**config.mk**
```make
export PLATFORM = sky130hd
export DESIGN_NAME = sar_conv_sequencer
export DESIGN_NICKNAME = d
export VERILOG_FILES = /design/src/rtl/sar_pkg.sv /design/src/rtl/sar_sync_fifo.sv /design/src/rtl/sar_conv_sequencer.sv
export SDC_FILE = /design/constraint.sdc
export NUM_CORES = 1
export LEC_CHECK = 0
export CORE_ASPECT_RATIO = 0.8
export CORE_MARGIN = 5
export CORE_UTILIZATION = 35
export DETAILED_ROUTE_END_ITERATION = 12
export GPL_ROUTABILITY_DRIVEN = 1
export PLACE_DENSITY = 0.52
export SLEW_MARGIN = 40
export SYNTH_ARGS = -nofsm -noshare
export SYNTH_HDL_FRONTEND = slang
export SYNTH_SLANG_ARGS = --single-unit
```
**constraint.sdc**
```tcl
create_clock -name clk -period 5.9 [get_ports clk]
set_clock_uncertainty 0.1 [all_clocks]
set_input_delay 0.885 -clock clk [delete_from_list [all_inputs] [get_ports clk]]
set_output_delay 0.885 -clock clk [all_outputs]
set_load 0.02 [all_outputs]
```
**src/rtl/sar_pkg.sv**
```systemverilog
// Shared types and constants for the SAR conversion sequencer.
package sar_pkg;

    localparam int unsigned ADC_BITS = 10;
    localparam int unsigned OSR_W    = 3;

    typedef enum logic [1:0] {
        S_IDLE  = 2'd0,
        S_START = 2'd1,
        S_BUSY  = 2'd2
    } seq_state_t;

    function automatic logic [OSR_W-1:0] osr_clamp(input logic [OSR_W-1:0] osr,
                                                   input logic [OSR_W-1:0] osr_max);
        return (osr > osr_max) ? osr_max : osr;
    endfunction

endpackage

```
**src/rtl/sar_sync_fifo.sv**
```systemverilog
// Single-clock FIFO with registered read port; occupancy counter separates full from empty.
module sar_sync_fifo #(
    parameter int unsigned DEPTH = 8,
    parameter int unsigned WIDTH = 10
) (
    input  logic                   clk,
    input  logic                   rstn,
    input  logic                   push,
    input  logic [WIDTH-1:0]       push_data,
    input  logic                   pop,
    output logic [WIDTH-1:0]       rd_data,
    output logic                   rd_valid,
    output logic                   empty,
    output logic                   full,
    output logic [$clog2(DEPTH):0] level
);

    localparam int unsigned PTR_W = $clog2(DEPTH);
    localparam logic [PTR_W:0] FULL_CNT = (PTR_W + 1)'(DEPTH);

    logic [WIDTH-1:0] mem [DEPTH];
    logic [PTR_W-1:0] wr_ptr_q;
    logic [PTR_W-1:0] rd_ptr_q;
    logic [PTR_W:0]   count_q;
    logic             push_ok;
    logic             pop_ok;

    assign empty   = (count_q == '0);
    assign full    = (count_q == FULL_CNT);
    assign level   = count_q;
    // A pop frees the slot the same-cycle push writes into, so full+pop accepts both.
    assign push_ok = push && (!full || pop);
    assign pop_ok  = pop && !empty;

    always_ff @(posedge clk) begin
        if (push_ok) begin
            mem[wr_ptr_q] <= push_data;
        end
    end

    always_ff @(posedge clk or negedge rstn) begin
        if (!rstn) begin
            wr_ptr_q <= '0;
            rd_ptr_q <= '0;
            count_q  <= '0;
            rd_data  <= '0;
            rd_valid <= 1'b0;
        end else begin
            rd_valid <= pop_ok;
            if (push_ok) begin
                wr_ptr_q <= wr_ptr_q + 1'b1;
            end
            if (pop_ok) begin
                rd_ptr_q <= rd_ptr_q + 1'b1;
                rd_data  <= mem[rd_ptr_q];
            end
            unique case ({push_ok, pop_ok})
                2'b10:   count_q <= count_q + 1'b1;
                2'b01:   count_q <= count_q - 1'b1;
                default: count_q <= count_q;
            endcase
        end
    end

endmodule

```
**src/rtl/sar_conv_sequencer.sv**
```systemverilog
// Drives sarlogic starts, averages 2^osr results into a host FIFO, and recovers from lost valids.
module sar_conv_sequencer
    import sar_pkg::*;
#(
    parameter int unsigned OSR_MAX = 4,
    parameter int unsigned DEPTH   = 8,
    parameter int unsigned TIMEOUT = 64
) (
    input  logic                   clk,
    input  logic                   rstn,
    input  logic                   run,
    input  logic                   cal_req,
    input  logic [OSR_W-1:0]       osr,
    input  logic                   adc_valid,
    input  logic [ADC_BITS-1:0]    adc_result,
    output logic                   adc_en,
    output logic                   adc_cal,
    input  logic                   rd_en,
    output logic [ADC_BITS-1:0]    rd_data,
    output logic                   rd_valid,
    output logic                   empty,
    output logic                   full,
    output logic [$clog2(DEPTH):0] level,
    output logic                   ovf,
    output logic                   tmo,
    input  logic                   clr_flags
);

    localparam int unsigned ACC_W = ADC_BITS + OSR_MAX;
    localparam int unsigned CNT_W = OSR_MAX;
    localparam int unsigned WD_W  = $clog2(TIMEOUT);
    localparam logic [OSR_W-1:0] OSR_MAX_L = OSR_W'(OSR_MAX);
    localparam logic [WD_W-1:0]  WD_LAST   = WD_W'(TIMEOUT - 1);

    seq_state_t          state_q, state_d;
    logic                cal_pend_q;
    logic                kind_q;
    logic [WD_W-1:0]     wdog_q;
    logic [ACC_W-1:0]    acc_q;
    logic [CNT_W-1:0]    cnt_q;
    logic [OSR_W-1:0]    osr_l_q;
    logic                ovf_q;
    logic                tmo_q;

    logic [OSR_W-1:0]    osr_eff;
    logic [CNT_W-1:0]    cnt_last;
    logic [ACC_W-1:0]    acc_sum;
    logic [ADC_BITS-1:0] push_data;
    logic                sample;
    logic                push;
    logic                drop;
    logic                timeout_hit;

    // Ratio is taken live at the first sample of an average and frozen until it completes.
    assign osr_eff     = (cnt_q == '0) ? osr_clamp(osr, OSR_MAX_L) : osr_l_q;
    assign cnt_last    = CNT_W'((1 << osr_eff) - 1);
    assign acc_sum     = acc_q + ACC_W'(adc_result);
    assign push_data   = ADC_BITS'(acc_sum >> osr_eff);
    assign sample      = (state_q == S_BUSY) && adc_valid && !kind_q;
    assign push        = sample && (cnt_q == cnt_last);
    assign drop        = push && full && !rd_en;
    assign timeout_hit = (state_q == S_BUSY) && !adc_valid && (wdog_q == WD_LAST);

    assign ovf = ovf_q;
    assign tmo = tmo_q;

    always_comb begin
        state_d = state_q;
        adc_en  = 1'b0;
        adc_cal = 1'b0;
        unique case (state_q)
            S_IDLE: begin
                if (run || cal_pend_q) begin
                    state_d = S_START;
                end
            end
            S_START: begin
                adc_en  = 1'b1;
                adc_cal = cal_pend_q;
                state_d = S_BUSY;
            end
            S_BUSY: begin
                if (adc_valid || timeout_hit) begin
                    state_d = S_IDLE;
                end
            end
            default: state_d = S_IDLE;
        endcase
    end

    always_ff @(posedge clk or negedge rstn) begin
        if (!rstn) begin
            state_q    <= S_IDLE;
            cal_pend_q <= 1'b0;
            kind_q     <= 1'b0;
            wdog_q     <= '0;
            acc_q      <= '0;
            cnt_q      <= '0;
            osr_l_q    <= '0;
            ovf_q      <= 1'b0;
            tmo_q      <= 1'b0;
        end else begin
            state_q <= state_d;
            // A request landing in the start cycle stays pending for the following start.
            cal_pend_q <= ((state_q == S_START) ? 1'b0 : cal_pend_q) | cal_req;
            if (state_q == S_START) begin
                kind_q <= cal_pend_q;
            end
            wdog_q  <= (state_q == S_BUSY) ? wdog_q + 1'b1 : '0;
            osr_l_q <= osr_eff;
            if (timeout_hit || push) begin
                acc_q <= '0;
                cnt_q <= '0;
            end else if (sample) begin
                acc_q <= acc_sum;
                cnt_q <= cnt_q + 1'b1;
            end
            ovf_q <= drop | (ovf_q & ~clr_flags);
            tmo_q <= timeout_hit | (tmo_q & ~clr_flags);
        end
    end

    sar_sync_fifo #(
        .DEPTH(DEPTH),
        .WIDTH(ADC_BITS)
    ) u_fifo (
        .clk      (clk),
        .rstn     (rstn),
        .push     (push),
        .push_data(push_data),
        .pop      (rd_en),
        .rd_data  (rd_data),
        .rd_valid (rd_valid),
        .empty    (empty),
        .full     (full),
        .level    (level)
    );

endmodule
```
==> results of run 1 <==
[worst paths after layout]
check	from	to	cells after the start	slack (ns)
worst max-delay path	cnt_q[0]	u_fifo.level[3]	20	1.29
worst min-delay path	state_q[0]	state_q[0]	1	0.35
worst max register to register	cnt_q[0]	u_fifo.level[3]	20	1.29
worst min register to register	state_q[0]	state_q[0]	1	0.35
max in group asynchronous	rstn	u_fifo.rd_ptr_q[0]	2	4.83
min in group asynchronous	rstn	cal_pend_q	2	0.40
[sequential cells by signal (all words and copies together), names as in the netlist]
register / count
u_fifo.rd_data: 10
u_fifo.wr_ptr_q: 3
state_q: 2
wdog_q: 6
cnt_q: 4
u_fifo.rd_valid: 1
u_fifo.rd_ptr_q: 3
kind_q: 1
u_fifo.level: 4
osr_l_q: 3
acc_q: 14
cal_pend_q: 1
tmo: 1
u_fifo.mem: 80
ovf: 1
[power by group]
group	switching (µW)	internal, µW
clock network	462	609
registers	217	1400
logic	1030	745
[layout make-up]
| cell class | count | area [µm²] |
|---|---|---|
| Inverter | 15 | 56.3 |
| Clock inverter | 15 | 176 |
| Timing Repair Buffer | 54 | 504 |
| Fill cell | 1660 | 10400 |
| Clock buffer | 17 | 425 |
| Sequential cell | 134 | 3760 |
| Tap cell | 230 | 288 |
| Multi-Input combinational cell | 342 | 2580 |
[synthesized netlist by cell type (all sizes together), types with 5 or more instances]
cell	instances	area share, %
dfrtp	54	21
ha	19	3.7
edfxtp	80	37
nor2	40	2.3
nand2	65	3.8
nand2b	9	0.87
a211oi	7	0.81
nor3	8	0.70
a21o	9	1.0
xnor2	20	2.7
mux4	20	7.0
inv	14	0.81
o211ai	5	0.58
xor2	12	1.6
o21ai	26	2.0
clkbuf	19	1.1
mux2	7	1.2
a21oi	27	2.3
nand4	5	0.48
mux2i	21	3.2
[placed cells by master, fill, tap and decap left out, types with 8 or more instances in the layout]
master	instances
mux2i_1	21
nor2_1	40
inv_1	12
edfxtp_1	80
a21o_1	9
clkdlybuf4s50_1	39
nand2_1	65
mux4_2	20
dfrtp_1	52
nand2b_1	8
o21ai_0	24
buf_4	13
xor2_1	12
ha_1	19
xnor2_1	20
clkbuf_16	17
a21oi_1	26
[layer usage]
metal	global-route usage, %	vias to the layer above	share of wire (%)
met3	3.60	16	3.8
met1	19.9	2030	50
met5	0	-	0
li1	-	1999	-
met4	4.04	0	1.2
met2	20.7	75	45
[cell families after synthesis]
family	Yosys count	share of synthesized area (%)
AO/OA/AOI/OAI	93	9.26
XOR/XNOR	32	4.33
adder cells (fa/ha/maj)	21	4.29
buffers and inverters	38	2.28
flip-flops	134	58.0
multiplexers	48	11.4
AND/OR/NAND/NOR	148	10.4
[per-stage QoR]
stage	utilization, %	total power, µW
finish	42.9	4470
global route	42.9	4780
CTS	42.9	4520
detailed placement	39.5	3430
global placement	39.5	3380
floorplan	-	2840
==> run_results.csv, run 1 <==
group,metric,value,unit
clocking,cts_htree_levels,4,
floorplan,pin_count,41,
timing,min_period,4.61,ns
placed_design,hpwl,9490,µm
critical_path,arrival,4.81,ns
placed_design,io_buffers,40,
timing,setup_slack,1.29,ns
logic_synthesis,synth-seq-cells,134,
critical_path,crit_top_cell,"ha_1",
detailed_routing,via_count,4120,
clocking,cts_hold_buffers,0,
floorplan,die_w,162,µm
clocking,cts_tree,"built",
floorplan,die_height,132,µm
detailed_routing,via_per_inst,5.11,
final_layout,final_cells,807,
grt,grt_pass1_vias,4220,
clocking,clk_latency,0.43,ns
floorplan,std_cell_rows,44,
clocking,clock_path_buffers,2,
floorplan,initial_utilization,35.6,%
timing,hold_ws,0.350,ns
timing,min_period_over_period,78.1,%
grt,grt_pass1_wl,23000,µm
run,cap_violations,0,
critical_path,crit_path_max_incr_delay,0.46,ns
grt,track_usage,13.8,%
timing,max_freq,217,MHz
clocking,cts.repair.resized,0,
clocking,cts-buffers-inserted,17,
timing,setup_viol,0,
logic_synthesis,ys.flop_type,"edfxtp_1",
timing,rsz0062_at_grt,"false",
logic_synthesis,netlist_area,6470,µm²
critical_path,critPathBufInv,3,
logic_synthesis,synth_nets,555,
timing,tns,0,ns
final_layout,drive_above_1_share,14.7,%
logic_synthesis,async_flop_share,40.3,%
critical_path,critPathMaxFanout,16,
floorplan,core_area,18200,µm²
placed_design,dp_cells,775,
logic_synthesis,yosysUniqueCellTypes,59,
final_layout,fin_nets,605,
critical_path,path_cells,"inv_1, ha_1, nor3b_2, mux2i_1, buf_4, nand3_1, ha_1, xor2_1, nand2_1, or4_1, a311o_1, a21oi_4, inv_1, ha_1, ha_1, a21o_1, a21oi_1, xnor2_1, nor2_1, xor2_1",
placed_design,placement.cell_area,7180,µm²
grt,antenna_found_initial,0,
outcome,status,"finished, final reports clean",
detailed_routing,drc,0,
logic_synthesis,synthCells,514,
detailed_routing,wl,14000,µm
power_and_ir_drop,peakVddDrop,0.000208,V
placed_design,pre_cts_slack,0.988,ns
detailed_routing,routedWlPerCell,17.4,µm
timing,final_hold_viol_count,0,
critical_path,critPathLaunchType,"flop",
detailed_routing,drt-pass1-iter-count,4,
grt,grt_start_max_net_pins,55,
critical_path,critical_path.top_delay_family,"compound AO/OA/AOI/OAI gates",
clocking,cts_sinks,134,
grt,grt_overflow,0,
clocking,postCtsSetupBuffers,0,
clocking,clk_pin_slew,0.07,ns
placed_design,gp_congestion,0.852,
power_and_ir_drop,p_per_area,574,nW/µm²
critical_path,cp_slowest_cell,"dfrtp_1",
detailed_routing,drtAntennaViolNets,0,
critical_path,critical_path_class,"flop to flop",
timing,slew_viol_final,0,
critical_path,cp-end-kind,"flop",
hold_path,min-delay-path-class,"flop to flop",
final_layout,syn_to_final_growth,20.4,%
logic_synthesis,yosysWarnings,0,
detailed_routing,drt_iter0_markers,226,
timing,maxSlewHeadroom,49.7,%
final_layout,diodes,0,
timing,worst_pin_slew,0.755,ns
power_and_ir_drop,power.static_leakage,0.00297,µW
critical_path,required,6.10,ns
floorplan,dieArea,21300,µm²
clocking,cts_root_buffer,"clkbuf_16",
logic_synthesis,synth_enable_flop_cells,80,
final_layout,postLayoutCellArea,7790,µm²
logic_synthesis,syn_avg_cell_area,12.6,µm²
logic_synthesis,ys_seq_area_share,58.0,%
No activity file was read; power rests on OpenSTA's default activity.
==> run 2: changes to the inputs <==
==> constraint.sdc (replaced) <==
create_clock -name clk -period 4.6 [get_ports clk]
set_clock_uncertainty 0.1 [all_clocks]
set_input_delay 0.69 -clock clk [delete_from_list [all_inputs] [get_ports clk]]
set_output_delay 0.69 -clock clk [all_outputs]
set_load 0.02 [all_outputs]
==> run 2 against run 1 <==
Compared with the run above:
- routed wire length grew 0.94%
- worst setup slack lost 1.0 ns
- fmax grew 7.0%
- cell area grew 0.75%
- combinational power grew 33%
- die area is the same
- cell count grew 0.74%
- register-to-register slack lost 1.0 ns
- first-iteration DRC count grew 2.7%
- critical path depth shrank 1
- critical path type unchanged
- highest routed layer unchanged
==> run_results.csv, run 2 (synthesis results as in run 1) <==
group,metric,value,unit
critical_path,critPathMaxFanout,6,
grt,grt_pass1_wl,23100,µm
timing,maxSlewHeadroom,50.9,%
detailed_routing,drtAntennaViolNets,0,
placed_design,placement.cell_area,7210,µm²
clocking,cts_hold_buffers,0,
power_and_ir_drop,peakVddDrop,0.000255,V
clocking,clk_latency,0.41,ns
final_layout,final_cells,813,
timing,setup_viol,0,
timing,min_period,4.31,ns
timing,max_freq,232,MHz
clocking,cts-buffers-inserted,17,
timing,slew_viol_final,0,
final_layout,drive_above_1_share,16.0,%
power_and_ir_drop,pwr-share-clk,23.2,%
timing,worst_pin_slew,0.736,ns
timing,min_period_over_period,93.7,%
critical_path,crit_top_cell,"ha_1",
floorplan,die_w,162,µm
critical_path,arrival,4.50,ns
power_and_ir_drop,internal_power,3650,µW
run,cap_violations,0,
critical_path,crit_path_max_incr_delay,0.45,ns
placed_design,hpwl,9580,µm
floorplan,core_area,18200,µm²
clocking,cts_sinks,134,
final_layout,largest_registers,"u_fifo.mem: 80 flops, acc_q: 14 flops, u_fifo.rd_data: 10 flops",
detailed_routing,wl,14200,µm
floorplan,die_height,132,µm
critical_path,regToRegSetupSlack,0.29,ns
critical_path,critical_path_class,"flop to flop",
detailed_routing,drt_iter0_markers,232,
final_layout,final_common_cell,"edfxtp_1",
floorplan,initial_utilization,35.6,%
floorplan,pin_count,41,
final_layout,postLayoutCellArea,7850,µm²
placed_design,dp_cells,780,
grt,antenna_found_initial,0,
final_layout,final_cell_mix,"edfxtp_1 (80), nand2_1 (65), dfrtp_1 (52)",
grt,grt_pass1_vias,4254,
power_and_ir_drop,pwr-share-comb,40.8,%
outcome,status,"finished, final reports clean",
detailed_routing,drt-pass1-iter-count,4,
grt,track_usage,13.9,%
critical_path,cp_slowest_cell,"dfrtp_1",
final_layout,fillers,1671,
detailed_routing,routedWlPerCell,17.4,µm
floorplan,dieArea,21300,µm²
detailed_routing,via_count,4140,
power_and_ir_drop,sw_frac_of_total,37.0,%
power_and_ir_drop,pwr-share-seq,35.9,%
grt,grt_overflow,0,
clocking,cts_tree,"built",
critical_path,critPathLaunchType,"flop",
grt,grt_start_max_net_pins,29,
final_layout,fin_nets,611,
clocking,clock_path_buffers,2,
placed_design,io_buffers,40,
timing,final_hold_viol_count,0,
detailed_routing,via_per_inst,5.09,
hold_path,min-delay-path-class,"input pin to async pin",
placed_design,gp_congestion,0.798,
clocking,cts_htree_levels,4,
critical_path,path_cells,"inv_1, ha_1, nor3b_4, mux2i_2, nand3_1, ha_1, xor2_2, nand2_1, or4_1, a311o_1, a21oi_4, inv_1, ha_1, ha_1, a21o_1, a21oi_1, xnor2_1, nor2_1, xor2_1",
power_and_ir_drop,power.static_leakage,0.00300,µW
clocking,clk_pin_slew,0.06,ns
final_layout,diodes,0,
critical_path,cp-end-kind,"flop",
final_layout,regMostFlops,"u_fifo.mem",
floorplan,std_cell_rows,44,
power_and_ir_drop,power_switching,2140,µW
power_and_ir_drop,p_per_area,737,nW/µm²
detailed_routing,drc,0,
final_layout,syn_to_final_growth,21.3,%
critical_path,required,4.79,ns
final_layout,largest_reg_flops,80,
timing,hold_ws,0.0966,ns
clocking,cts_root_buffer,"clkbuf_16",
## run 2: cell count changes in the layout (fill, tap and decap cells not counted), sizes merged
cell	previous run	this run
buf	15	21
inv	25	17
clkbuf	17	20
clkinv	3	8
## run 2: worst paths after layout
check / from / endpoint / cells after the start
setup / recovery: cnt_q[0] / u_fifo.level[3] / 19
hold / removal: rstn / cal_pend_q / 1
setup reg to reg: cnt_q[0] / u_fifo.level[3] / 19
hold reg to reg: state_q[0] / state_q[0] / 1
max in group asynchronous: rstn / u_fifo.rd_ptr_q[0] / 2
min in group clk: state_q[0] / state_q[0] / 1
## run 2: final cells by class
| type | instances | area (µm²) | share of cell area (%) |
|---|---|---|---|
| Clock inverter | 12 | 115 | 1.47 |
| Sequential cell | 134 | 3760 | 47.9 |
| Timing Repair Buffer | 60 | 548 | 6.98 |
| Tap cell | 230 | 288 | 3.66 |
| Clock buffer | 20 | 479 | 6.10 |
| Inverter | 15 | 56.3 | 0.717 |
| Multi-Input combinational cell | 342 | 2610 | 33.2 |
## run 2: critical path, delay by kind of cell, from the launching register on
| family | cells | cell delay (ns) |
|---|---|---|
| mux | 1 | 0.34 |
| simple gates | 5 | 0.96 |
| compound gates | 4 | 0.83 |
| buf+inv | 2 | 0.16 |
| flops | 1 | 0.45 |
| fa+ha+maj | 4 | 0.88 |
| xor+xnor | 3 | 0.46 |
## run 2: layer usage
layer,track usage [%],routed length (µm)
met4,4.04,112
met1,20.7,7180
met3,3.66,673
met5,0,0
met2,20.1,6200
## run 2: repair_timing
item | CTS | global route
resized for setup | 0 | 5
setup endpoints to repair | 0 | 1
setup buffers | 0 | 1
## run 2: power by group through the flow
stage / Clock, µW / Combinational (µW) / Sequential (µW)
detailed placement: 0 / 2350 / 2100
global route: 1440 / 2640 / 2130
finish: 1340 / 2360 / 2080
floorplan: 0 / 1640 / 2010
CTS: 1380 / 2360 / 2080
global placement: 0 / 2310 / 2100
## run 2: stage by stage
stage	setup WS, ns	power [µW]	utilization (%)	setup TNS (ns)
4_1_cts	0.210	5820	43.0	0
3_5_place_dp	0.0794	4450	39.7	0
3_3_place_gp	0.186	4410	39.7	0
5_1_grt	-0.00306	6200	43.2	-0.00306
6_report	0.291	5790	43.2	0
2_1_floorplan	0.0544	3650	-	0
==> patch 1: new RTL, flow settings as in run 2 <==
Put a register stage on the output `level`, cleared by the reset. The value now appears one clock later. The other outputs are not delayed to match.
--- a/src/rtl/sar_conv_sequencer.sv
+++ b/src/rtl/sar_conv_sequencer.sv
@@ -32,4 +32,6 @@
     localparam logic [OSR_W-1:0] OSR_MAX_L = OSR_W'(OSR_MAX);
     localparam logic [WD_W-1:0]  WD_LAST   = WD_W'(TIMEOUT - 1);
+
+    logic [$clog2(DEPTH):0] level_d;
 
     seq_state_t          state_q, state_d;
@@ -134,6 +136,14 @@
         .empty    (empty),
         .full     (full),
-        .level    (level)
+        .level    (level_d)
     );
 
+    always_ff @(posedge clk or negedge rstn) begin
+        if (!rstn) begin
+            level <= '0;
+        end else begin
+            level <= level_d;
+        end
+    end
+
 endmodule
Function: changed (Yosys sat finds a counterexample within 4 cycles, from zero or initial values and one cycle with rstn low).
==> patch 1 against run 2 <==
- design area up 1.8%
- area after synthesis up 2.8%
- sequential cell count up 4
- power up 2.9%
- via count up 5.2%
- routed wire length up 3.5%
- worst setup slack better by 0.20 ns
==> patch 1: results (changes against run 2) <==
The flow ran to the end, and the final reports show no timing, DRC or antenna violations. Worst reg2reg path startpoint: cnt_q[0] (unchanged). The post-synthesis instance total was 533 (was 514). The total detailed-routing wirelength is 14,700 um (was 14,200 um), and the register clock-pin slew on the reported worst setup and hold paths is 0.06 ns (about the same). Top cells by area, synth: sky130_fd_sc_hd__edfxtp_1 (36%), sky130_fd_sc_hd__dfrtp_1 (22%), sky130_fd_sc_hd__mux4_2 (6.8%) (was sky130_fd_sc_hd__edfxtp_1 (37%), sky130_fd_sc_hd__dfrtp_1 (21%), sky130_fd_sc_hd__mux4_2 (7.0%)). The register-to-register setup slack was 0.49 ns (was 0.29 ns); the count of distinct cell types in the synthesized netlist was 57 (was 59). The detail-routed via count per cell is 5.05 (was 5.09), and the number of antenna repair diodes is 0 (unchanged). The maximum ir drop on the vdd rail was 342 uV (was 255 uV); the final weighted congestion in routability-driven placement was 0.804 (was 0.798).

The largest fanout of any net on the critical path was 6 (unchanged). The tools report the total number of nets in the final design as 632 (was 611). The number of violations reported at the end of detailed-routing iteration 0 was 287 (was 232); the slew at the pin closest to its max-slew limit was 0.782 ns (was 0.736 ns).

The via count of the first global-routing pass is 4,476 (was 4,254). The fraction of layout cells with a size suffix above 1 came out at 14.9% (was 16.0%). Most frequent cells after synthesis: sky130_fd_sc_hd__edfxtp_1 (80), sky130_fd_sc_hd__nand2_1 (65), sky130_fd_sc_hd__dfrtp_1 (58) (was sky130_fd_sc_hd__edfxtp_1 (80), sky130_fd_sc_hd__nand2_1 (65), sky130_fd_sc_hd__dfrtp_1 (54)). The H-tree depth reported by CTS came out at 4 (unchanged).

For the fmax, the log shows 0.243 GHz (was 0.232 GHz). The logs give 0 (unchanged) for the yosys synthesis warning count and 57.9% (was 58.0%) for the sequential-to-total area share from yosys stat. The placed instance count came out at 830 (was 780). The detailed placer's ending HPWL was 10,100 um (was 9580 um); the leakage dissipation was 0.00306 uW (was 0.00300 uW). The initial antenna violation count was 0 (unchanged); the total track usage was 14.2% (was 13.9%). The logs give 0 (unchanged) for the number of hold buffers added after CTS and 0.213 ns (was 0.0794 ns) for the post-place setup slack. The detail-routed net length per standard cell works out to 17.0 um (was 17.4 um).

The fraction of registers with async set/reset was 42.0% (was 40.3%); the number of clock buffers inserted by TritonCTS was 17 (unchanged). The run gives 35 (was 29) as the pin count of the biggest net entering global routing. The run gives 7430 sq um (was 7210 sq um) as the total cell area at the placement stage. The first-pass GRT wire length is 24,000 um (was 23,100 um), and the net count after synthesis is 574 (was 555). The number of enable flip-flop cells after synthesis came out at 80 (unchanged). The number of optimization iterations in the first detailed-route pass came out at 5 (was 4). The logs give 2 (unchanged) for the maximum number of buffers from clock root to sink and 0.41 ns (about the same) for the clock latency of the later-clocked register in the worst-skew pair.
[patch 1: kinds of logic after synthesis]
group                      synth area share, %
AOI/OAI and AO/OA                         10.6
xor gates and xnor gates                  4.21
adders and majority gates                 4.18
buffers and inverters                     2.60
DFF                                       57.9
muxes                                     10.0
and+or+nand+nor                           10.5
[patch 1: critical path: stages (launching register included)]
cell and delay (ns):
sky130_fd_sc_hd__dfrtp_1 0.44, sky130_fd_sc_hd__inv_1 0.11, sky130_fd_sc_hd__ha_1 0.15, sky130_fd_sc_hd__nor3b_4 0.28, sky130_fd_sc_hd__mux2i_1 0.34, sky130_fd_sc_hd__nand3_1 0.12, sky130_fd_sc_hd__ha_1 0.22, sky130_fd_sc_hd__xor2_1 0.22
sky130_fd_sc_hd__nor2_1 0.06, sky130_fd_sc_hd__and4_1 0.20, sky130_fd_sc_hd__o311a_1 0.36, sky130_fd_sc_hd__and2b_4 0.22, sky130_fd_sc_hd__inv_1 0.06, sky130_fd_sc_hd__ha_1 0.19, sky130_fd_sc_hd__ha_1 0.24, sky130_fd_sc_hd__a21o_1 0.17
sky130_fd_sc_hd__a21oi_1 0.16, sky130_fd_sc_hd__xnor2_1 0.13, sky130_fd_sc_hd__nor2_1 0.07, sky130_fd_sc_hd__xor2_1 0.14
[patch 1: where the power goes]
part | internal [uW] | switching, uW
Combinational | 1090 | 1480
Sequential | 1850 | 278
Clock | 724 | 541
Total | 3660 | 2290
[patch 1: metal layers]
metal / vias to the layer above / global-route usage (%) / wire length, um
li1: 2086 / - / -
met1: 2165 / 20.5 / 7050
met2: 96 / 21.5 / 6780
met3: 10 / 3.22 / 715
met4: 0 / 4.29 / 114
met5: - / 0 / 0
[patch 1: cell type report]
type	instances	area (sq um)
fill	1778	10800
inverter	18	67.6
clock inverter	13	93.8
tap	258	323
sequential	138	3860
clock buffer	19	454
timing repair buffer	62	561
multi-input combinational	354	2640
[patch 1: worst min-delay path by stage]
stage	startpoint	endpoint	slack [ns]	cells after the start
after global routing	rstn	state_q[1]	0.22	1
final	rstn	state_q[1]	0.17	1
after CTS	rstn	state_q[1]	0.18	1
after global placement	u_fifo.level[3]	level[3]	0.32	0
after detailed placement	u_fifo.level[3]	level[3]	0.33	0
after floorplan	rstn	acc_q[0]	0.29	0
==> patch 2: new RTL, flow settings as in run 2 <==
Without the edit above. The parameter `TIMEOUT` goes from 64 to 128.
--- a/src/rtl/sar_conv_sequencer.sv
+++ b/src/rtl/sar_conv_sequencer.sv
@@ -5,5 +5,5 @@
     parameter int unsigned OSR_MAX = 4,
     parameter int unsigned DEPTH   = 8,
-    parameter int unsigned TIMEOUT = 64
+    parameter int unsigned TIMEOUT = 128
 ) (
     input  logic                   clk,
Function: same outputs for any inputs over 10 cycles, from zero or initial values and one cycle with rstn low; that may be too few to reach the edited logic, so the function may still have changed.
==> patch 2 against run 2 <==
- power is 3.1% higher
- non-clock buffer count increased by 3
- worst setup slack better by 0.012 ns
- die area grew 2.1%
- combinational power is 6% higher
- sequential cell count increased by 1
- area after synthesis rose by 2.3%
- routed wire length up 3.3%
- highest routed layer unchanged
- design area is 2.7% higher
- global-route usage rose by 0.15 points
==> patch 2: results (changes against run 2) <==
The logs give 0.193 ns (was 0.0794 ns) for the post-place setup slack and 9920 um (was 9580 um) for the detailed placer's ending HPWL. The global routing met1 resource utilization was 20.3% (was 20.7%). The tools report the fraction of met2 tracks used by global routing as 21.2% (was 20.1%). For the sequential-to-total area share from yosys stat, the log shows 57.1% (was 58.0%). The met3 usage in global routing came out at 3.02% (was 3.66%). The synthesized area divided by synthesized cell count is 12.3 sq um (was 12.6 sq um). For the least setup slack across all paths after layout, the log shows 0.304 ns (was 0.291 ns).

The tools report the tightest hold margin as 0.239 ns (was 0.0966 ns). The first-pass GRT wire length was 23,800 um (was 23,100 um). The run finished with clean final reports.

The tools report the pin count of the biggest net entering global routing as 56 (was 29). Most frequent cells after synthesis: sky130_fd_sc_hd__edfxtp_1 (80), sky130_fd_sc_hd__nand2_1 (59), sky130_fd_sc_hd__dfrtp_1 (55) (was sky130_fd_sc_hd__edfxtp_1 (80), sky130_fd_sc_hd__nand2_1 (65), sky130_fd_sc_hd__dfrtp_1 (54)). The count of distinct cell types in the synthesized netlist was 58 (was 59). The logs give 14,600 um (was 14,200 um) for the total detailed-routing wirelength and 1,794 (was 1,671) for the final-layout fill cell count.

The run gives 0.825 (was 0.798) as the final weighted congestion in routability-driven placement. Detail-routed via count per cell: 5.07 (was 5.09). The fraction of registers with async set/reset was 40.7% (was 40.3%); the total number of nets in the final design was 635 (was 611).

The depth of the most critical reg-to-reg path was 18 (was 19); the total track usage was 14.1% (was 13.9%). For the number of violations reported at the end of detailed-routing iteration 0, the log shows 230 (was 232). Top cells by area, synth: sky130_fd_sc_hd__edfxtp_1 (36%), sky130_fd_sc_hd__dfrtp_1 (21%), sky130_fd_sc_hd__mux4_2 (6.8%) (was sky130_fd_sc_hd__edfxtp_1 (37%), sky130_fd_sc_hd__dfrtp_1 (21%), sky130_fd_sc_hd__mux4_2 (7.0%)). The run gives 579 (was 555) as the net count after synthesis. For the via count of the first global-routing pass, the log shows 4,393 (was 4,254).

The arrival time at the worst endpoint is 4.49 ns (was 4.50 ns). The maximum ir drop on the vdd rail was 319 uV (was 255 uV); the fraction of layout cells with a size suffix above 1 was 15.5% (was 16.0%). Leakage dissipation: 0.00308 uW (was 0.00300 uW).

The total cell area at the placement stage is 7420 sq um (was 7210 sq um), and the placed instance count is 833 (was 780).
==> patch 2: cell types whose count changed after synthesis, moves of 4 or more <==
cell	run 2	this run
sky130_fd_sc_hd__a21oi_1	26	35
sky130_fd_sc_hd__inv_1	12	17
sky130_fd_sc_hd__nand3_1	4	10
sky130_fd_sc_hd__mux2_2	6	1
sky130_fd_sc_hd__nor2_1	40	44
sky130_fd_sc_hd__nand2_1	65	59
==> patch 2: what timing repair did <==
action	4_1_cts	5_1_grt
gates resized for setup	0	1
setup endpoints to repair	0	1
endpoints found under the hold margin	0	0
==> patch 2: cells by family (layout without fill, tap and decap cells) <==
kind of cell	count (synthesis)	in the layout	share of synthesized area, %
multiplexers	44	44	10.7
buffers and inverters	45	114	2.57
AO/OA/AOI/OAI	112	112	10.8
AND/OR/NAND/NOR	150	150	10.7
XOR/XNOR	31	31	4.10
adder cells (fa/ha/maj)	21	21	4.20
flip-flops	135	135	57.1
==> patch 2: cell type report <==
| cell class | instances | area, sq um | area share, % |
|---|---|---|---|
| multi-input combinational | 358 | 2700 | 33.4 |
| clock buffer | 20 | 447 | 5.54 |
| clock inverter | 12 | 175 | 2.17 |
| sequential | 135 | 3780 | 46.9 |
| tap | 258 | 323 | 4.00 |
| inverter | 19 | 71.3 | 0.884 |
| timing repair buffer | 63 | 572 | 7.09 |
==> patch 2: routing by layer <==
metal / up-vias / wire, um
li1: 2104 / -
met1: 2176 / 7210
met2: 93 / 6550
met3: 9 / 727
met4: 0 / 142
met5: - / 0
==> patch 2: power by group <==
group	switching, uW	internal [uW]
clock	509	921
sequential	256	1800
combinational	1440	1050
total	2210	3760
